**src/rtl/axis_upsize.sv**
```systemverilog
// AXI-Stream narrow-to-wide packer: gathers RATIO WIDTH-bit beats into one OUTW-bit word,
// flushing a short group on s_tlast with m_tkeep marking the valid lanes.
module axis_upsize #(
    parameter int unsigned WIDTH = 8,
    parameter int unsigned RATIO = 4
) (
    input  logic                   aclk,
    input  logic                   areset,
    input  logic                   s_tvalid,
    output logic                   s_tready,
    input  logic                   s_tlast,
    input  logic [WIDTH-1:0]       s_tdata,
    output logic                   m_tvalid,
    input  logic                   m_tready,
    output logic                   m_tlast,
    output logic [RATIO-1:0]       m_tkeep,
    output logic [WIDTH*RATIO-1:0] m_tdata
);
    localparam int unsigned OUTW = WIDTH * RATIO;
    localparam int unsigned IDXW = (RATIO > 2) ? $clog2(RATIO) : 1;
    localparam int unsigned ACCW = (RATIO > 1) ? WIDTH * (RATIO - 1) : WIDTH;
    localparam logic [IDXW-1:0] LastIdx = IDXW'(RATIO - 1);

    if (RATIO < 2) begin : g_ratio_check
        $error("axis_upsize: RATIO must be >= 2");
    end

    logic [IDXW-1:0] idx;
    logic [ACCW-1:0] acc;
    logic [OUTW-1:0] word_d;
    logic [RATIO-1:0] keep_d;
    logic accept;
    logic complete;

    // Ready depends only on output-register state, never on s_tvalid/s_tlast.
    assign s_tready = ~areset & (~m_tvalid | m_tready);
    assign accept   = s_tvalid & s_tready;
    assign complete = accept & (s_tlast | (idx == LastIdx));

    always_comb begin
        word_d = '0;
        keep_d = '0;
        for (int i = 0; i < int'(RATIO) - 1; i++) begin
            if (i < int'(idx)) begin
                word_d[i*WIDTH +: WIDTH] = acc[i*WIDTH +: WIDTH];
            end
        end
        for (int i = 0; i < int'(RATIO); i++) begin
            if (i == int'(idx)) begin
                word_d[i*WIDTH +: WIDTH] = s_tdata;
            end
            keep_d[i] = (i <= int'(idx));
        end
    end

    always_ff @(posedge aclk or posedge areset) begin
        if (areset) begin
            idx      <= '0;
            acc      <= '0;
            m_tvalid <= 1'b0;
            m_tlast  <= 1'b0;
            m_tkeep  <= '0;
            m_tdata  <= '0;
        end else if (complete) begin
            // A completing beat may coincide with the downstream transfer; reload in place.
            idx      <= '0;
            acc      <= '0;
            m_tvalid <= 1'b1;
            m_tlast  <= s_tlast;
            m_tkeep  <= keep_d;
            m_tdata  <= word_d;
        end else begin
            if (accept) begin
                for (int i = 0; i < int'(RATIO) - 1; i++) begin
                    if (idx == IDXW'(i)) begin
                        acc[i*WIDTH +: WIDTH] <= s_tdata;
                    end
                end
                idx <= idx + IDXW'(1);
            end
            if (m_tvalid && m_tready) begin
                m_tvalid <= 1'b0;
            end
        end
    end

endmodule

```
**config.mk**
```make
export PLATFORM = sky130hd
export DESIGN_NAME = axis_upsize
export DESIGN_NICKNAME = d
export VERILOG_FILES = /design/src/rtl/axis_upsize.sv
export SDC_FILE = /design/constraint.sdc
export NUM_CORES = 1
export LEC_CHECK = 0
export ABC_AREA = 0
export CAP_MARGIN = 20
export CELL_PAD_IN_SITES_DETAIL_PLACEMENT = 1
export CELL_PAD_IN_SITES_GLOBAL_PLACEMENT = 1
export CORE_MARGIN = 5
export CORE_UTILIZATION = 38
export CTS_CLUSTER_SIZE = 30
export DETAILED_ROUTE_END_ITERATION = 8
export GPL_TIMING_DRIVEN = 0
export MAX_ROUTING_LAYER = met4
export PLACE_DENSITY_LB_ADDON = 0.1
export SYNTH_ARGS = -nofsm -noshare
export SYNTH_HDL_FRONTEND = slang
export SYNTH_SLANG_ARGS = --single-unit
```
**constraint.sdc**
```tcl
create_clock -name aclk -period 2.3 [get_ports aclk]
set_input_delay 0.69 -clock aclk [delete_from_list [all_inputs] [get_ports aclk]]
set_output_delay 0.69 -clock aclk [all_outputs]
set_load 0.02 [all_outputs]
```
==> results of run 1 <==
[cells by family (layout without fill, tap and decap cells)]
logic type / after synthesis / in the layout / share of synthesized area (%)
simple gates: 21 / 21 / 5.145
buf+inv: 18 / 88 / 3.474
mux: 32 / 32 / 13.00
compound gates: 59 / 59 / 18.37
flops: 64 / 64 / 57.76
fa+ha+maj: 5 / 5 / 2.256
[critical path, cell delays in order]
cell and delay (ps):
clkdlybuf4s50_1 530, nor2b_4 50, nor2_1 80, buf_2 170
[final timing paths]
path | start | to | slack (ps) | cells past startpoint
worst max-delay path | m_tready | s_tready | 100 | 4
worst min-delay path | m_tkeep[0]$_DFFE_PP0P_ | m_tkeep[0]$_DFFE_PP0P_ | 470 | 1
worst max register to register | idx[1]$_DFFE_PP0P_ | acc[14]$_DFFE_PP0P_ | 270 | 5
worst min register to register | m_tkeep[0]$_DFFE_PP0P_ | m_tkeep[0]$_DFFE_PP0P_ | 470 | 1
max in group asynchronous | areset | m_tdata[3]$_DFFE_PP0P_ | 850 | 3
min in group asynchronous | areset | m_tdata[23]$_DFFE_PP0P_ | 840 | 2
[registers in the layout, indices dropped and copies added, names as in the netlist]
register  cells
acc          24
idx           2
m_tdata      32
m_tkeep       4
m_tlast       1
m_tvalid      1
[power by group through the flow]
stage               clock (W)  combinational, W  sequential [W]
floorplan                   0          0.000443         0.00169
global placement            0           0.00111         0.00150
detailed placement          0           0.00112         0.00151
CTS                   0.00110           0.00113         0.00149
global route          0.00115           0.00119         0.00152
finish                0.00107           0.00111         0.00149
[synth_stat cells]
cell type,count,area (µm²)
buf_6,3,33.78
nand3_1,1,5.000
nor3_4,1,16.27
nor2_1,3,11.26
nand2b_1,3,18.77
inv_1,4,15.01
clkbuf_1,2,7.510
a22o_1,48,420.4
o311ai_1,1,8.760
buf_1,4,15.01
clkbuf_2,1,5.000
nand4_1,2,12.51
o21ai_0,5,25.02
o31ai_1,2,15.01
mux2_1,1,11.26
nor2b_1,4,25.02
and4_1,3,26.28
and3_1,1,6.260
ha_1,5,62.56
a21o_1,1,7.510
nand2_1,1,3.750
or3_4,1,11.26
dfrtp_1,64,1602
o311ai_2,2,32.53
buf_2,4,20.02
mux2_2,31,349.1
nor2_2,1,6.260
[layout make-up]
type,count,area (µm²)
Fill cell,738,3511
Sequential cell,64,1602
Multi-Input combinational cell,117,1082
Timing Repair Buffer,54,540.5
Clock buffer,10,137.6
Tap cell,99,123.9
Clock inverter,6,82.58
Buffer,14,81.33
Inverter,4,15.01
[per-layer routing]
metal / GRT usage (%) / vias up
li1: - / 880
met1: 22.54 / 986
met2: 24.96 / 54
met3: 3.394 / 10
met4: 5.687 / 0
met5: - / -
[through the flow]
| step | hold WS (ps) | TNS (ps) | area (µm²) |
|---|---|---|---|
| final | 469.7 | 0 | 3665 |
| after global routing | 511.5 | 0 | 3665 |
| after CTS | 477.1 | 0 | 3657 |
| after detailed placement | 457.4 | -10140 | 3427 |
| after global placement | 453.2 | -90200 | 3407 |
| after floorplan | 462.0 | 0 | 2773 |
[timing repair]
item | in CTS | in global routing
resized for setup | 6 | 0
pin swaps | 0 | 1
setup endpoints to repair | 1 | 6
hold endpoints to repair | 0 | 0
buffers inserted | 1 | 1
==> flow_metrics.env, run 1 <==
export IMPL_drv_cap=0
export IMPL_numCtsBuffers=9
export IMPL_drc=0
export IMPL_grt_max_degree=38
export IMPL_cts_sinks=64
export IMPL_grt_pass1_wl_um=10900
export IMPL_fmax_mhz=453.6
export IMPL_finalNetCount=282
export IMPL_rsz0062_at_grt="false"
export IMPL_route_met2_wl_um=3262
export IMPL_skew_ps=5.745
export IMPL_yosysSeqAreaShare_pct=57.76
export IMPL_synthesis_area_um2=2773
export IMPL_clkPwrFrac_pct=29.2
export IMPL_fp_row_count=31
export IMPL_cts_hold_buf=0
export IMPL_synth_seq_cells=64
export IMPL_met3RoutedLength_um=295
export IMPL_critical_path_class="in2out"
export IMPL_start_util_pct=38.64
export IMPL_routedWlPerCell_um=18.49
export IMPL_first_iter_violations=43
export IMPL_final_common_cell="dfrtp_1"
export IMPL_die_h_um=95.42
export IMPL_status="completed"
export IMPL_ant_nets=0
export IMPL_final_cell_mix="dfrtp_1, clkdlybuf4s50_1, a22o_1"
export IMPL_ys_warn_count=0
export IMPL_synth_net_count=217
export IMPL_maxUsedRoutingLayer="met4"
export IMPL_drt_pass1_iterations=5
export IMPL_grt_remaining_overflow=0
export IMPL_final_core_util_pct=51.07
export IMPL_setup_ws_ps=95.27
export IMPL_setup_viol=0
export IMPL_num_io_pins=52
export IMPL_synth_distinct_cells=27
export IMPL_portBuffers=51
export IMPL_crit_required_ps=1610
export IMPL_cts_tree="done"
export IMPL_pre_cts_ws_ps=-563.7
export IMPL_p_int_w=0.002569
export IMPL_worstMarginPinSlew_ps=968.0
export IMPL_p_sw_w=0.001105
export IMPL_antenna_cells=0
export IMPL_place_detailed_instances=350
export IMPL_pwr_share_comb_pct=30.3
export IMPL_drive_gt1_share_pct=24.54
export IMPL_area_delta_synth_final_pct=32.17
export IMPL_crit_fanout=2
export IMPL_finalPower_w=0.003674
export IMPL_vias=1930
export IMPL_totalWireLength_um=6806
export IMPL_cts_root_buf="clkbuf_8"
export IMPL_place_congestion=0.7960
export IMPL_viasPerCell=5.245
export IMPL_vdd_drop_max_mv=0.5092
export IMPL_fin_cells=368
export IMPL_fin_crit_sh_pct=95.86
export IMPL_wl_met1_um=3166
export IMPL_slew_headroom_pct=34.45
export IMPL_cp_start_kind="primary input"
export IMPL_core_area_um2=7176
export IMPL_grt_antenna_before_repair=0
export IMPL_grt_usage_pct=16.62
export IMPL_avgSynthCellArea_um2=13.93
export IMPL_fp_dieW_um=95.42
export IMPL_detailed_place_hpwl_um=4481
export IMPL_synthCells=199
export IMPL_clockBufferDepth=2
export IMPL_fin_crit_ps=2205
export IMPL_first_global_vias=2077
export IMPL_arrival_ps=1510
export IMPL_finalHoldViolCount=0
export IMPL_power_density_nw_per_um2=1002
export IMPL_clk_pin_slew_ps=70
export IMPL_pwr_share_seq_pct=40.5
export IMPL_netSwitchingFraction_pct=30.08
export IMPL_slew_viol_final=0
export IMPL_clk_latency_ps=340
export IMPL_dieArea_um2=9105
export IMPL_h_tree_depth=3
export IMPL_end_kind="primary output"
export IMPL_leakagePower_nw=1.674
export IMPL_holdCritPathClass="reg2reg"
No activity file was read; power rests on OpenSTA's default activity.
==> run 2: changes to the inputs <==
clock period = 2 ns   (was 2.3 ns; I/O delays follow)
==> run 2 against run 1 <==
Against the previous run: sequential share of layout area fell by 0.88 points; total power rose by 19%; routed wire length fell by 1.4%; die area did not move; non-clock buffer count did not move; largest power group unchanged.
==> flow_metrics.env, run 2 (synthesized netlist as in run 1, its figures left out) <==
export IMPL_crit_chain="clkdlybuf4s50_1"
export IMPL_slew_headroom_pct=41.70
export IMPL_grt_max_degree=39
export IMPL_met3RoutedLength_um=203
export IMPL_route_met2_wl_um=3133
export IMPL_p_int_w=0.003098
export IMPL_vias=1931
export IMPL_fin_crit_ps=1911
export IMPL_slew_viol_final=0
export IMPL_place_detailed_instances=350
export IMPL_p_sw_w=0.001270
export IMPL_largest_reg_flops=32
export IMPL_grt_usage_pct=16.69
export IMPL_h_tree_depth=3
export IMPL_first_iter_violations=62
export IMPL_ant_nets=0
export IMPL_cts_hold_buf=0
export IMPL_crit_required_ps=1400
export IMPL_drt_pass1_iterations=4
export IMPL_reg_top3="m_tdata x32, acc x24, m_tkeep x4"
export IMPL_postPlaceCellArea_um2=3431
export IMPL_cp_top_family="buffers and inverters"
export IMPL_cp_start_kind="flop"
export IMPL_clk_pin_slew_ps=70
export IMPL_status="completed"
export IMPL_dieArea_um2=9105
export IMPL_vdd_drop_max_mv=0.6110
export IMPL_detailed_place_hpwl_um=4561
export IMPL_clkPwrFrac_pct=31.1
export IMPL_final_core_util_pct=52.12
export IMPL_maxUsedRoutingLayer="met4"
export IMPL_place_congestion=0.7463
export IMPL_critical_path_buf_inv_count=1
export IMPL_routedWlPerCell_um=18.23
export IMPL_viasPerCell=5.247
export IMPL_grt_remaining_overflow=0
export IMPL_rsz0062_at_grt="false"
export IMPL_finalHoldViolCount=0
export IMPL_core_area_um2=7176
export IMPL_rr_startpoint="idx[1]$_DFFE_PP0P_"
export IMPL_finalNetCount=282
export IMPL_num_io_pins=52
export IMPL_final_common_cell="dfrtp_1"
export IMPL_final_cell_mix="dfrtp_1, a22o_1, clkdlybuf4s50_1"
export IMPL_arrival_ps=1310
export IMPL_totalWireLength_um=6708
export IMPL_worstMarginPinSlew_ps=872.6
export IMPL_drc=0
export IMPL_wl_met1_um=3267
export IMPL_design_area_um2=3740
export IMPL_worstSetupStartpoint="m_tdata[25]$_DFFE_PP0P_"
export IMPL_numCtsBuffers=9
export IMPL_critical_path_class="reg2out"
export IMPL_fillers=733
export IMPL_pwr_share_seq_pct=39.2
export IMPL_antenna_cells=0
export IMPL_die_h_um=95.42
export IMPL_holdCritPathClass="reg2reg"
export IMPL_drv_cap=0
export IMPL_worst_path_largest_cell_delay_ps=610
export IMPL_clk_latency_ps=330
export IMPL_min_from="m_tkeep[0]$_DFFE_PP0P_"
export IMPL_first_global_vias=2083
export IMPL_fmax_mhz=523.3
export IMPL_netSwitchingFraction_pct=29.08
export IMPL_pwr_share_comb_pct=29.7
export IMPL_portBuffers=51
export IMPL_crit_fanout=2
export IMPL_fp_row_count=31
export IMPL_power_density_nw_per_um2=1168
export IMPL_largest_register="m_tdata"
export IMPL_cts_tree="done"
export IMPL_fin_cells=368
export IMPL_skew_ps=8.408
export IMPL_leakagePower_nw=1.709
export IMPL_fp_dieW_um=95.42
export IMPL_cts_sinks=64
export IMPL_cp_slowest_cell="clkdlybuf4s50_1"
export IMPL_setup_viol=0
export IMPL_grt_pass1_wl_um=11150
export IMPL_pre_cts_ws_ps=-699.4
export IMPL_cts_root_buf="clkbuf_8"
export IMPL_setup_ws_ps=88.91
export IMPL_grt_antenna_before_repair=0
export IMPL_drive_gt1_share_pct=26.02
export IMPL_fin_crit_sh_pct=95.55
export IMPL_end_kind="primary output"
export IMPL_start_util_pct=38.64
export IMPL_area_delta_synth_final_pct=34.88
export IMPL_clockBufferDepth=2
run 2: per-stage QoR:
| step | hold slack [ps] | TNS [ps] | total power (W) |
|---|---|---|---|
| floorplan | 462.0 | 0 | 0.002453 |
| CTS | 480.1 | 0 | 0.004421 |
| finish | 475.1 | 0 | 0.004368 |
| global placement | 451.2 | -39480 | 0.003005 |
| detailed placement | 454.4 | -24320 | 0.003026 |
| global route | 495.1 | 0 | 0.004610 |
run 2: what timing repair did:
action,in CTS,in global routing
endpoints found under the setup margin,30,33
buffers inserted,2,2
pin swaps,1,1
gates resized for setup,13,3
run 2: final cells by class:
class / instances / area [µm²] / share of cell area, %
tap: 99 / 123.9 / 3.312
clock buffer: 11 / 141.4 / 3.781
sequential: 64 / 1602 / 42.82
multi-input combinational: 117 / 1117 / 29.88
clock inverter: 5 / 103.9 / 2.777
buffer: 12 / 75.07 / 2.007
timing repair buffer: 56 / 558.0 / 14.92
inverter: 4 / 18.77 / 0.5018
run 2: power groups by stage:
stage | registers [W] | clock network [W] | logic [W]
floorplan | 0.00194 | 0 | 0.000510
global route | 0.00175 | 0.00145 | 0.00140
finish | 0.00171 | 0.00136 | 0.00130
global placement | 0.00173 | 0 | 0.00127
CTS | 0.00172 | 0.00140 | 0.00131
detailed placement | 0.00173 | 0 | 0.00129
run 2: final timing paths:
check	to	slack (ps)	cells after the start
max in group asynchronous	m_tdata[25]$_DFFE_PP0P_	740	3
min in group asynchronous	m_tkeep[0]$_DFFE_PP0P_	650	2
hold reg to reg	m_tkeep[0]$_DFFE_PP0P_	480	1
hold / removal	m_tkeep[0]$_DFFE_PP0P_	480	1
setup / recovery	m_tdata[25]	90	1
setup reg to reg	m_tdata[30]$_DFFE_PP0P_	130	5
run 2: worst reg2reg max path, cell delays in order, from the launching register on:
cell     delay (ps)
dfrtp_1         410
ha_1            440
nor2_4          140
or3_4           380
buf_6           160
a22o_1          240
run 2: metal layers:
metal / GRT usage, % / vias to the layer above
met2: 25.42 / 45
met5: - / -
met1: 22.17 / 988
met4: 6.280 / 0
met3: 3.236 / 9
li1: - / 889
==> run 3: changes to the inputs <==
CORE_MARGIN = default   (was 5)
==> run 3 against run 2 <==
Against the previous run: the run now ends with negative setup slack left; routed wire length shrank 0.92%; critical path depth increased by 5; utilization increased by 0.73 points; worst hold slack gained 17 ps; clock-buffer cell count rose by 2; sequential share of layout area grew 1.1 points; flip-flop and latch count unchanged; combinational power is essentially flat; register-to-register slack lost 50 ps; worst setup slack worse by 100 ps; largest cell class unchanged; largest power group unchanged.
==> flow_metrics.env, run 3 (synthesized netlist as in run 1, its figures left out) <==
export IMPL_clk_pin_slew_ps=70
export IMPL_grt_antenna_before_repair=0
export IMPL_largest_register="m_tdata"
export IMPL_final_core_util_pct=52.84
export IMPL_final_common_cell="dfrtp_1"
export IMPL_vias=1952
export IMPL_clk_latency_ps=330
export IMPL_totalWireLength_um=6646
export IMPL_viasPerCell=5.363
export IMPL_violations="negative setup slack"
export IMPL_grt_usage_pct=20.10
export IMPL_start_util_pct=40.14
export IMPL_crit_fanout=10
export IMPL_drc=0
export IMPL_worstMarginPinSlew_ps=653.3
export IMPL_numCtsBuffers=9
export IMPL_setup_ws_ps=-12.26
export IMPL_drive_gt1_share_pct=25.75
export IMPL_grt_max_degree=37
export IMPL_skew_ps=8.368
export IMPL_num_io_pins=52
export IMPL_first_global_vias=2016
export IMPL_final_cell_mix="dfrtp_1, a22o_1, clkdlybuf4s50_1"
export IMPL_fmax_mhz=497.0
export IMPL_cts_sinks=64
export IMPL_fp_dieW_um=87.42
export IMPL_postPlaceCellArea_um2=3427
export IMPL_largest_reg_flops=32
export IMPL_detailed_place_hpwl_um=4336
export IMPL_finalHoldViolCount=0
export IMPL_vdd_drop_max_mv=0.4975
export IMPL_slew_viol_final=0
export IMPL_clockBufferDepth=2
export IMPL_area_delta_synth_final_pct=31.63
export IMPL_wl_met1_um=3253
export IMPL_fp_row_count=30
export IMPL_arrival_ps=2230
export IMPL_maxUsedRoutingLayer="met4"
export IMPL_drt_pass1_iterations=4
export IMPL_grt_pass1_wl_um=10930
export IMPL_design_area_um2=3650
export IMPL_h_tree_depth=3
export IMPL_met3RoutedLength_um=243
export IMPL_drv_cap=0
export IMPL_fin_crit_ps=2012
export IMPL_status="complete, but fails checks"
export IMPL_core_area_um2=6907
export IMPL_routedWlPerCell_um=18.26
export IMPL_reg_top3="m_tdata x32, acc x24, m_tkeep x4"
export IMPL_route_met2_wl_um=3090
export IMPL_rsz0062_at_grt="true"
export IMPL_holdCritPathClass="reg2reg"
export IMPL_power_density_nw_per_um2=1103
export IMPL_cp_start_kind="primary input"
export IMPL_slew_headroom_pct=56.38
export IMPL_grt_remaining_overflow=0
export IMPL_antenna_cells=0
export IMPL_first_iter_violations=89
export IMPL_die_h_um=87.42
export IMPL_dieArea_um2=7642
export IMPL_critical_path_class="in2reg"
export IMPL_place_congestion=0.7412
export IMPL_leakagePower_nw=1.673
export IMPL_cts_root_buf="clkbuf_8"
export IMPL_end_kind="flop"
export IMPL_finalNetCount=281
export IMPL_setup_viol=6
export IMPL_cts_tree="done"
export IMPL_fin_crit_sh_pct=100.6
export IMPL_portBuffers=51
export IMPL_crit_required_ps=2210
export IMPL_ant_nets=0
==> run 3: cell count changes in the layout (fill, tap and decap cells not counted), sizes merged <==
cell	delta
clkbuf	+2
clkinv	+1
dlymetal6s2s	-1
bufinv	-3
buf	-1
clkdlybuf4s50	+1
==> run 3: power breakdown <==
group | leakage (nW) | internal, W | switching [W]
logic | 0.723 | 0.000667 | 0.000623
registers | 0.851 | 0.00156 | 0.000148
clock network | 0.0992 | 0.000546 | 0.000479
==> run 3: final timing paths <==
kind                                        startpoint                      end  slack [ps]  depth (start not counted)
worst max-delay path                           s_tlast  m_tdata[19]$_DFFE_PP0P_         -10                          6
worst min register to register  m_tdata[1]$_DFFE_PP0P_   m_tdata[1]$_DFFE_PP0P_         490                          1
min in group asynchronous                       areset      acc[22]$_DFFE_PP0P_         560                          2
max in group asynchronous                       areset   m_tdata[8]$_DFFE_PP0P_         840                          3
worst max register to register      idx[0]$_DFFE_PP0P_      acc[23]$_DFFE_PP0P_          80                          5
worst min-delay path            m_tdata[1]$_DFFE_PP0P_   m_tdata[1]$_DFFE_PP0P_         490                          1
==> run 3: repair_timing <==
item | 4_1_cts | 5_1_grt
buffers inserted | 3 | 0
setup endpoints to repair | 29 | 27
hold buffers | 0 | 0
pin swaps | 1 | 0
cloned | 0 | 0
resized for setup | 14 | 0
==> run 3: cell type report <==
cell class / instances / area, µm²
well taps: 96 / 120.1
plain buffers: 12 / 75.07
flip-flops and latches: 64 / 1602
fillers: 748 / 3257
clock buffers: 13 / 168.9
inverters: 4 / 18.77
multi-input cells: 117 / 1102
clock inverters: 3 / 15.01
repair buffers: 55 / 548.0
==> run 3: per-stage QoR <==
stage	setup WS (ps)	setup TNS [ps]	hold slack (ps)	cells	total power, W
2_1_floorplan	253.3	0	462.0	199	0.002453
3_3_place_gp	-659.6	-38960	453.0	346	0.002991
3_5_place_dp	-654.7	-24070	474.1	347	0.003022
4_1_cts	12.96	0	498.5	365	0.004075
5_1_grt	-58.01	-785.1	520.1	364	0.004259
6_report	-12.26	-44.78	492.3	364	0.004027
==> run 3: worst max-delay path: stages <==
cell	delay, ps
clkdlybuf4s50_1	660
nor2_4	130
nor3_4	150
buf_4	180
buf_6	150
mux2_2	340
==> run 3: routing by layer <==
layer | up-vias | GRT usage, %
met5 | - | -
met4 | 0 | 5.365
met3 | 5 | 5.403
met2 | 48 | 29.33
met1 | 1018 | 27.67
li1 | 881 | -
